<file path="src/rtl/gpu_job_scheduler_if.sv">
// Bus bundle between the CPU-side job path, the scheduler and the compute-unit array.
// slave is the scheduler's view; master is the environment (CPU + CUs) view.
interface gpu_job_scheduler_if #(
  parameter int NUM_CU      = 4,
  parameter int QUEUE_DEPTH = 8
);
  logic                             job_valid;
  logic                             job_ready;
  logic [31:0]                      job_a_addr;
  logic [31:0]                      job_b_addr;
  logic [31:0]                      job_c_addr;
  logic                             enable;
  logic [NUM_CU-1:0]                cu_start;
  logic [NUM_CU*32-1:0]             cu_a_addr;
  logic [NUM_CU*32-1:0]             cu_b_addr;
  logic [NUM_CU*32-1:0]             cu_c_addr;
  logic [NUM_CU-1:0]                cu_busy;
  logic [NUM_CU-1:0]                cu_done;
  logic [$clog2(QUEUE_DEPTH):0]     queue_count;
  logic [31:0]                      jobs_done;
  logic                             all_idle;
  logic                             irq;
  logic                             irq_clear;

  modport slave (
    input  job_valid, job_a_addr, job_b_addr, job_c_addr, enable,
           cu_busy, cu_done, irq_clear,
    output job_ready, cu_start, cu_a_addr, cu_b_addr, cu_c_addr,
           queue_count, jobs_done, all_idle, irq
  );

  modport master (
    output job_valid, job_a_addr, job_b_addr, job_c_addr, enable,
           cu_busy, cu_done, irq_clear,
    input  job_ready, cu_start, cu_a_addr, cu_b_addr, cu_c_addr,
           queue_count, jobs_done, all_idle, irq
  );
endinterface

</file>
<file path="src/rtl/gpu_job_scheduler.sv">
// Descriptor FIFO plus round-robin dispatcher for a pool of matrix-multiply compute units,
// with completion counting and a sticky drain interrupt.
module gpu_job_scheduler #(
  parameter int NUM_CU      = 4,
  parameter int QUEUE_DEPTH = 8
) (
  input  logic                 clk,
  input  logic                 rst,
  gpu_job_scheduler_if.slave   bus
);
  localparam int PW = $clog2(QUEUE_DEPTH);
  localparam int CW = PW + 1;
  localparam int IW = (NUM_CU > 1) ? $clog2(NUM_CU) : 1;

  logic [95:0]          mem [QUEUE_DEPTH];
  logic [PW-1:0]        wr_ptr, rd_ptr;
  logic [CW-1:0]        count;
  logic [NUM_CU-1:0]    inflight, free, start_q, target_oh;
  logic [IW-1:0]        rr_ptr, target, idx;
  logic                 found, push, pop, full, all_idle, idle_q, irq_q;
  logic [31:0]          a_q [NUM_CU];
  logic [31:0]          b_q [NUM_CU];
  logic [31:0]          c_q [NUM_CU];
  logic [31:0]          jobs_q;
  logic [3:0]           n_done;
  logic [NUM_CU*32-1:0] flat_a, flat_b, flat_c;

  assign full      = (count == CW'(QUEUE_DEPTH));
  assign push      = bus.job_valid && !full;
  assign free      = ~inflight & ~bus.cu_busy;
  assign pop       = bus.enable && (count != '0) && found;
  assign target_oh = NUM_CU'(1) << target;
  assign all_idle  = (count == '0) && (inflight == '0);

  // First free CU at or after rr_ptr, wrapping around the pool.
  always_comb begin
    found  = 1'b0;
    target = '0;
    idx    = '0;
    for (int k = 0; k < NUM_CU; k++) begin
      idx = IW'((int'(rr_ptr) + k) % NUM_CU);
      if (!found && free[idx]) begin
        found  = 1'b1;
        target = idx;
      end
    end
  end

  always_comb begin
    n_done = '0;
    for (int i = 0; i < NUM_CU; i++)
      n_done = n_done + 4'(bus.cu_done[i] & inflight[i]);
  end

  always_ff @(posedge clk) begin
    if (push) mem[wr_ptr] <= {bus.job_a_addr, bus.job_b_addr, bus.job_c_addr};
  end

  always_ff @(posedge clk or posedge rst) begin
    if (rst) begin
      wr_ptr <= '0;
      rd_ptr <= '0;
      count  <= '0;
    end else begin
      if (push) wr_ptr <= wr_ptr + 1'b1;
      if (pop)  rd_ptr <= rd_ptr + 1'b1;
      case ({push, pop})
        2'b10:   count <= count + 1'b1;
        2'b01:   count <= count - 1'b1;
        default: count <= count;
      endcase
    end
  end

  always_ff @(posedge clk or posedge rst) begin
    if (rst) begin
      inflight <= '0;
      rr_ptr   <= '0;
      start_q  <= '0;
      for (int i = 0; i < NUM_CU; i++) begin
        a_q[i] <= '0;
        b_q[i] <= '0;
        c_q[i] <= '0;
      end
    end else begin
      inflight <= (inflight & ~bus.cu_done) | (pop ? target_oh : '0);
      start_q  <= pop ? target_oh : '0;
      if (pop) begin
        rr_ptr      <= (target == IW'(NUM_CU - 1)) ? '0 : target + 1'b1;
        a_q[target] <= mem[rd_ptr][95:64];
        b_q[target] <= mem[rd_ptr][63:32];
        c_q[target] <= mem[rd_ptr][31:0];
      end
    end
  end

  // irq set on the rising edge of all_idle takes priority over a same-cycle clear.
  always_ff @(posedge clk or posedge rst) begin
    if (rst) begin
      jobs_q <= '0;
      idle_q <= 1'b1;
      irq_q  <= 1'b0;
    end else begin
      jobs_q <= jobs_q + 32'(n_done);
      idle_q <= all_idle;
      if (all_idle && !idle_q) irq_q <= 1'b1;
      else if (bus.irq_clear)  irq_q <= 1'b0;
    end
  end

  always_comb begin
    flat_a = '0;
    flat_b = '0;
    flat_c = '0;
    for (int i = 0; i < NUM_CU; i++) begin
      flat_a[32*i +: 32] = a_q[i];
      flat_b[32*i +: 32] = b_q[i];
      flat_c[32*i +: 32] = c_q[i];
    end
  end

  assign bus.job_ready   = !full;
  assign bus.cu_start    = start_q;
  assign bus.cu_a_addr   = flat_a;
  assign bus.cu_b_addr   = flat_b;
  assign bus.cu_c_addr   = flat_c;
  assign bus.queue_count = count;
  assign bus.jobs_done   = jobs_q;
  assign bus.all_idle    = all_idle;
  assign bus.irq         = irq_q;
endmodule

</file>
<file path="src/flat_wrapper.sv">
// flat-port wrapper written by rule: the top's interface ports become plain ports
module gpu_job_scheduler_flat 
#(
  parameter int NUM_CU      = 4,
  parameter int QUEUE_DEPTH = 8
)
  (clk, rst, bus_job_valid, bus_job_a_addr, bus_job_b_addr, bus_job_c_addr, bus_enable, bus_cu_busy, bus_cu_done, bus_irq_clear, bus_job_ready, bus_cu_start, bus_cu_a_addr, bus_cu_b_addr, bus_cu_c_addr, bus_queue_count, bus_jobs_done, bus_all_idle, bus_irq);
  gpu_job_scheduler_if #(.NUM_CU(NUM_CU), .QUEUE_DEPTH(QUEUE_DEPTH)) bus_i ();
  input  logic clk;
  input  logic rst;
  input wire logic [$bits(bus_i.job_valid)-1:0] bus_job_valid;
  input wire logic [$bits(bus_i.job_a_addr)-1:0] bus_job_a_addr;
  input wire logic [$bits(bus_i.job_b_addr)-1:0] bus_job_b_addr;
  input wire logic [$bits(bus_i.job_c_addr)-1:0] bus_job_c_addr;
  input wire logic [$bits(bus_i.enable)-1:0] bus_enable;
  input wire logic [$bits(bus_i.cu_busy)-1:0] bus_cu_busy;
  input wire logic [$bits(bus_i.cu_done)-1:0] bus_cu_done;
  input wire logic [$bits(bus_i.irq_clear)-1:0] bus_irq_clear;
  output wire logic [$bits(bus_i.job_ready)-1:0] bus_job_ready;
  output wire logic [$bits(bus_i.cu_start)-1:0] bus_cu_start;
  output wire logic [$bits(bus_i.cu_a_addr)-1:0] bus_cu_a_addr;
  output wire logic [$bits(bus_i.cu_b_addr)-1:0] bus_cu_b_addr;
  output wire logic [$bits(bus_i.cu_c_addr)-1:0] bus_cu_c_addr;
  output wire logic [$bits(bus_i.queue_count)-1:0] bus_queue_count;
  output wire logic [$bits(bus_i.jobs_done)-1:0] bus_jobs_done;
  output wire logic [$bits(bus_i.all_idle)-1:0] bus_all_idle;
  output wire logic [$bits(bus_i.irq)-1:0] bus_irq;
  assign bus_i.job_valid = bus_job_valid;
  assign bus_i.job_a_addr = bus_job_a_addr;
  assign bus_i.job_b_addr = bus_job_b_addr;
  assign bus_i.job_c_addr = bus_job_c_addr;
  assign bus_i.enable = bus_enable;
  assign bus_i.cu_busy = bus_cu_busy;
  assign bus_i.cu_done = bus_cu_done;
  assign bus_i.irq_clear = bus_irq_clear;
  assign bus_job_ready = bus_i.job_ready;
  assign bus_cu_start = bus_i.cu_start;
  assign bus_cu_a_addr = bus_i.cu_a_addr;
  assign bus_cu_b_addr = bus_i.cu_b_addr;
  assign bus_cu_c_addr = bus_i.cu_c_addr;
  assign bus_queue_count = bus_i.queue_count;
  assign bus_jobs_done = bus_i.jobs_done;
  assign bus_all_idle = bus_i.all_idle;
  assign bus_irq = bus_i.irq;
  gpu_job_scheduler #(.NUM_CU(NUM_CU), .QUEUE_DEPTH(QUEUE_DEPTH)) u_core (.clk(clk), .rst(rst), .bus(bus_i));
endmodule
</file>
<file path="config.mk">
export PLATFORM = sky130hd
export DESIGN_NAME = gpu_job_scheduler_flat
export DESIGN_NICKNAME = d
export VERILOG_FILES = /design/src/rtl/gpu_job_scheduler_if.sv /design/src/rtl/gpu_job_scheduler.sv /design/src/flat_wrapper.sv
export SDC_FILE = /design/constraint.sdc
export NUM_CORES = 2
export LEC_CHECK = 0
export CAP_MARGIN = 0
export CELL_PAD_IN_SITES_DETAIL_PLACEMENT = 0
export CELL_PAD_IN_SITES_GLOBAL_PLACEMENT = 2
export CORE_ASPECT_RATIO = 1.2
export CORE_UTILIZATION = 30
export CTS_CLUSTER_DIAMETER = 200
export DETAILED_ROUTE_END_ITERATION = 8
export GPL_ROUTABILITY_DRIVEN = 0
export PLACE_DENSITY_LB_ADDON = 0.05
export SLEW_MARGIN = 15
export SYNTH_ARGS = -nofsm -noshare
export SYNTH_HDL_FRONTEND = slang
export SYNTH_SLANG_ARGS = --single-unit
</file>
<file path="constraint.sdc">
create_clock -name clk -period 16.35 [get_ports clk]
set_input_delay 3.27 -clock clk [delete_from_list [all_inputs] [get_ports clk]]
set_output_delay 3.27 -clock clk [all_outputs]
set_load 0.02 [all_outputs]
</file>
# Word-level counts from Yosys, hierarchy flattened
# Memories as Yosys holds them, arrays and structs flattened.
# Cells that the tools add are included.
# classes
addsub	12
magnitude_cmp	6
eq_ne	4
shifts	1
muxes	28
bitwise_logic	11
reduce_logical	19
# op_table
cell	n
$bwmux 128	3
$demux 32 s2	1
$add 32x4->32	1
$mux 32	1
$add 4x4->4	3
$lt 2x3->1 const B	4
$mux 1	12
$not 4->4	3
$mux 2	5
$logic_and 1x1->1	9
$and 4x4->4	2
$bmux 1 s2	4
$logic_not 4->1	2
$pmux 4 s2	1
$add 3x1->3 const B	2
$logic_not 1->1	5
$add 2x1->2 const B	2
$add 2x2->2 const B	2
$add 4x1->4 const B	1
$and 1x1->1	4
$eq 2x2->1 const B	2
$eq 4x4->1 const B	1
$mux 4	1
$or 4x4->4	1
other kinds (8)	9
# totals
register_bits	438
mem_bits_rw	768
input_bits	109
out_inout_bits	427
mem_count	1
# memory_table
name	depth	word_bits	rd	rd_clocked_by_memory_dff	wr	line	text
u_core.mem	8	96	1	0	1	gpu_job_scheduler.sv:15	logic [95:0] mem [QUEUE_DEPTH];

# Logic depth before layout (Yosys ltp)
# logic_depth
depth_word	20
ltp_mapped	12
depth_no_buf	11

# Worst setup path after synthesis
# No wires, ideal clock.
# synth_timing
path_kind	input to register
startpoint	in bus_job_valid
endpoint	mem u_core.mem[0][0] (enable)
arrival_ns	12.524
setup_slack_ns	3.039
cell_stages	2
path_cell_list	nand2_1 nor4_1
# synth_via
elab_chain_cells	3
# synth_rtl
element	line	text
from (decl)	flat_wrapper.sv:11	input wire logic [$bits(bus_i.job_valid)-1:0] bus_job_valid;
$logic_and 1x1->1	gpu_job_scheduler.sv:29	assign push = bus.job_valid && !full;
$mux 1	gpu_job_scheduler.sv:56	if (push) mem[wr_ptr] <= {bus.job_a_addr, bus.job_b_addr, bus.job_c_addr};
$mux 1 (implied by the code)	gpu_job_scheduler.sv:56	
to (decl)	gpu_job_scheduler.sv:15	
# No other way between the ends.

# Worst setup path in the final report
# layout_timing
startpoint	in bus_cu_busy[1]
endpoint	reg u_core.b_q, in the netlist u_core.bus.cu_b_addr[113]
# layout_via
elab_chain_cells	20
word_cells_on_any_way	32
cone_classes	order compare (2); mux (19); bitwise (3); reduce/logical (8)
# layout_rtl
element	line	text
from (decl)	flat_wrapper.sv:16	input wire logic [$bits(bus_i.cu_busy)-1:0] bus_cu_busy;
$not 4->4 (*)	gpu_job_scheduler.sv:30	assign free = ~inflight & ~bus.cu_busy;
$and 4x4->4 (*)	gpu_job_scheduler.sv:30	
$bmux 1 s2	gpu_job_scheduler.sv:42	if (!found && free[idx]) begin
$mux 1 (implied by the code)	gpu_job_scheduler.sv:42	
$mux 1	gpu_job_scheduler.sv:42	
$logic_not 1->1	gpu_job_scheduler.sv:42	
$logic_and 1x1->1	gpu_job_scheduler.sv:42	
$mux 1	gpu_job_scheduler.sv:42	
[... 4 more ...]	n/a	
$logic_and 1x1->1	gpu_job_scheduler.sv:42	
$mux 2	gpu_job_scheduler.sv:42	
$not 2->3 (implied by the code)	gpu_job_scheduler.sv:91	b_q[target] <= mem[rd_ptr][63:32];
$ge 3x3->1 (implied by the code) or $lt 3x1->1 (tied branches)	gpu_job_scheduler.sv:91	
$logic_and 1x1->1 (implied by the code)	gpu_job_scheduler.sv:91	
$mux 32 (implied by the code)	gpu_job_scheduler.sv:91	
$demux 32 s2	gpu_job_scheduler.sv:91	
$bwmux 128	gpu_job_scheduler.sv:91	
to (signal, indexed assignment)	gpu_job_scheduler.sv:91	
to (decl)	gpu_job_scheduler.sv:22	logic [31:0] b_q [NUM_CU];
# Every way passes the cells marked *; elsewhere a longest branch is shown, timed or not. The select of a mux whose other input is x is not followed.
# A chain may end at the register's enable or synchronous reset.

==> results.json <==
{
  "finalSetupViolations": 0,
  "ys_seq_area_share_pct": 75.7,
  "outcome": "complete, but fails checks",
  "crit_buf_inv": 4,
  "crit_top_cell": "buf_4",
  "grt_max_degree": 81,
  "cts_setup_buffers": 0,
  "area_growth_pct": 26.6,
  "rsz0062_at_grt": "no",
  "grtUsageMet3_pct": 4.47,
  "final_hold_viol_count": 0,
  "grt_antenna_before_repair": 30,
  "worstReg2RegStart": "u_core.rd_ptr[1]$_DFFE_PP0P_",
  "hp-class": "reg2reg",
  "path_cells": "clkdlybuf4s50_1, nor2_1, or4_1, o211ai_1, inv_1, ha_1, o211ai_4, buf_4, buf_4, o21ai_0",
  "final_core_util_pct": 38.3,
  "synth_warnings": 0,
  "synthFlopType": "edfxtp_1",
  "timing.fmax_mhz": 168,
  "synth_edf_count": 768,
  "clockRootBuffer": "clkbuf_16",
  "htreeDepth": 4,
  "critPathTopFamily": "buffers and inverters",
  "avgSynthCellArea_sq_um": 17.2,
  "dr_total_vias": 24573,
  "rows": 155,
  "synthCells": 2610,
  "core_sq_um": 149000,
  "post_cts_resized": 0,
  "hpwl_um": 79900,
  "tightest_slew_ps": 1130,
  "ir_drop_mv": 0.105,
  "drive_gt1_share_pct": 14.4,
  "crit_path_start_kind": "input port",
  "crit_arrival_ps": 6540,
  "insertion_delay_ps": 770,
  "path_class": "in2reg",
  "io_buffers": 535,
  "grt_use_total_pct": 17.1,
  "drtIter0Drc": 1572,
  "drc": 154,
  "crit_required_ps": 16950,
  "ys_top_cells_by_area": "edfxtp_1 51%, dfrtp_1 24%, mux4_2 9.6%",
  "cap_violations": 0,
  "syn_nets": 2735,
  "die_x_um": 355,
  "ant_nets": 0,
  "finalClockSkew_ps": 28.9,
  "combPwrFrac_pct": 35.2,
  "swShare_pct": 35.3,
  "cp_slowest_cell": "buf_4",
  "worstHoldStart": "u_core.bus.jobs_done[31]$_DFF_PP0_",
  "violations": "design-rule violations",
  "tritoncts": "done",
  "netlist_top_cells_count": "768 x edfxtp_1, 437 x dfrtp_1, 401 x nand2_1",
  "netlist_area_sq_um": 45000,
  "end_kind": "flip-flop",
  "start_util_pct": 30.2,
  "p_leak_uw": 0.0210,
  "ys_types": 45,
  "clkPwrFrac_pct": 26.4,
  "cts.reportedPaths.clkPinSlew_ps": 60,
  "cts_buffers": 137,
  "gr-total-overflow": 0,
  "cts_num_sinks": 1206,
  "synthArstFlopShare_pct": 36.3,
  "maxSlewViolCount": 0,
  "finalSetupTns_ps": 0,
  "busiest_layer": "met2",
  "p_per_area_nw_per_um2": 204,
  "max_stage_delay_ps": 690,
  "num-fill-cells": 13787,
  "min_period_ps": 5940,
  "multi_input_area_sq_um": 10000,
  "relSlewSlack_pct": 22.4,
  "viasPerCell": 4.65,
  "seqPwrFrac_pct": 38.3,
  "ys_ff_latch": 1206,
  "cts_hold_buf": 0,
  "met1_usage_pct": 20.9,
  "wirelength_um": 128000,
  "dieArea_sq_um": 151000,
  "wire_per_inst_um": 24.2,
  "power.internal_uw": 7510,
  "crit_start": "bus_cu_busy[1]",
  "seq_area_sq_um": 34000,
  "synth.most_common_cell": "edfxtp_1",
  "critPathMaxFanout": 80,
  "grt_pass1_vias": 26220,
  "fin_nets": 3321,
  "die_y_um": 426,
  "switchingPower_uw": 4100,
  "grt_pass1_wl_um": 187000,
  "synth_top_area_share_pct": 51.3,
  "grt_use_met2_pct": 29.3,
  "ios": 536,
  "ctsLongestPathBuffers": 3,
  "firstDrtPassIters": 7,
  "fin_crit_sh_pct": 36.3,
  "synth_top_area_cell": "edfxtp_1"
}
## state kept, by name, summed over array words and instances (netlist names)
signal                  flops
u_core.bus.cu_a_addr      128
u_core.bus.cu_b_addr      128
u_core.bus.cu_c_addr      128
u_core.bus.cu_start         4
u_core.bus.irq              1
u_core.bus.jobs_done       32
u_core.bus.queue_count      4
u_core.idle_q               1
u_core.inflight             4
u_core.mem                768
u_core.rd_ptr               3
u_core.rr_ptr               2
u_core.wr_ptr               3
## per-stage QoR
stage | total power [uW] | worst slack [ps] | std cells | area (sq um) | hold slack, ps
3_3_place_gp | 8700 | 9610 | 5018 | 52400 | 465
2_1_floorplan | 6810 | 880 | 2610 | 45000 | 525
6_report | 11600 | 10410 | 5279 | 56900 | 478
5_1_grt | 12300 | 10160 | 5273 | 56900 | 487
4_1_cts | 11900 | 10440 | 5271 | 56900 | 478
3_5_place_dp | 8760 | 9590 | 5018 | 52400 | 469
## layout make-up
cell class	instances	area share, %
clock buffers	194	6.79
well taps	1962	4.31
inverters	24	0.171
multi-input cells	1237	17.6
flip-flops and latches	1206	59.8
repair buffers	590	10.2
clock inverters	59	1.14
diodes	7	0.0308
## worst register-to-register path, stage by stage, from the launching register on
cell	delay [ps]
dfrtp_4	660
buf_4	730
buf_4	920
mux4_2	630
mux2i_1	890
o21ai_0	220
## routing by layer
| layer | up-vias | routed length [um] |
|---|---|---|
| li1 | 11032 | - |
| met4 | 30 | 2880 |
| met3 | 216 | 7190 |
| met1 | 12725 | 52600 |
| met2 | 570 | 64900 |
| met5 | - | 194 |
## cell usage in the layout, fill, tap and decap left out, drive strengths merged, types with 5 or more instances in the layout
master / instances
mux2i: 96
clkdlybuf4s50: 535
diode: 7
clkbuf: 194
nand4: 5
nor3: 17
clkinv: 41
nor2: 18
bufinv: 9
nor4: 8
nand2: 401
inv: 31
buf: 55
nand3: 8
ha: 14
dfrtp: 437
o21ai: 394
mux4: 192
o211ai: 6
xnor2: 15
xor2: 24
edfxtp: 768
and4: 5
## cell families (layout without fill, tap and decap cells)
logic type / after synthesis / after routing / synth area share [%]
xor+xnor: 39 / 39 / 0.759
flops: 1206 / 1206 / 75.7
fa+ha+maj: 16 / 16 / 0.479
mux: 292 / 292 / 11.9
simple gates: 478 / 478 / 4.30
other cells: 0 / 7 / 0
compound gates: 412 / 412 / 4.74
buf+inv: 167 / 867 / 2.22
## path summary, 6_finish.rpt
check | endpoint | cells after the start | slack (ps)
hold / removal | u_core.bus.jobs_done[31]$_DFF_PP0_ | 1 | 480
max in group asynchronous | u_core.bus.cu_b_addr[44]$_DFFE_PP0P_ | 4 | 11040
setup / recovery | u_core.bus.cu_b_addr[113]$_DFFE_PP0P_ | 10 | 10410
min in group asynchronous | u_core.bus.jobs_done[18]$_DFF_PP0_ | 2 | 2990
hold reg to reg | u_core.bus.jobs_done[31]$_DFF_PP0_ | 1 | 480
setup reg to reg | u_core.bus.cu_b_addr[36]$_DFFE_PP0P_ | 5 | 12140
## power by group through the flow
stage                     Clock (uW)  Sequential, uW  Combinational [uW]
after floorplan                    0            4980                1820
after global placement             0            4500                4200
after detailed placement           0            4520                4230
after CTS                       3170            4470                4240
after global routing            3280            4550                4450
final                           3070            4450                4090
(Power assumes the default switching activity.)
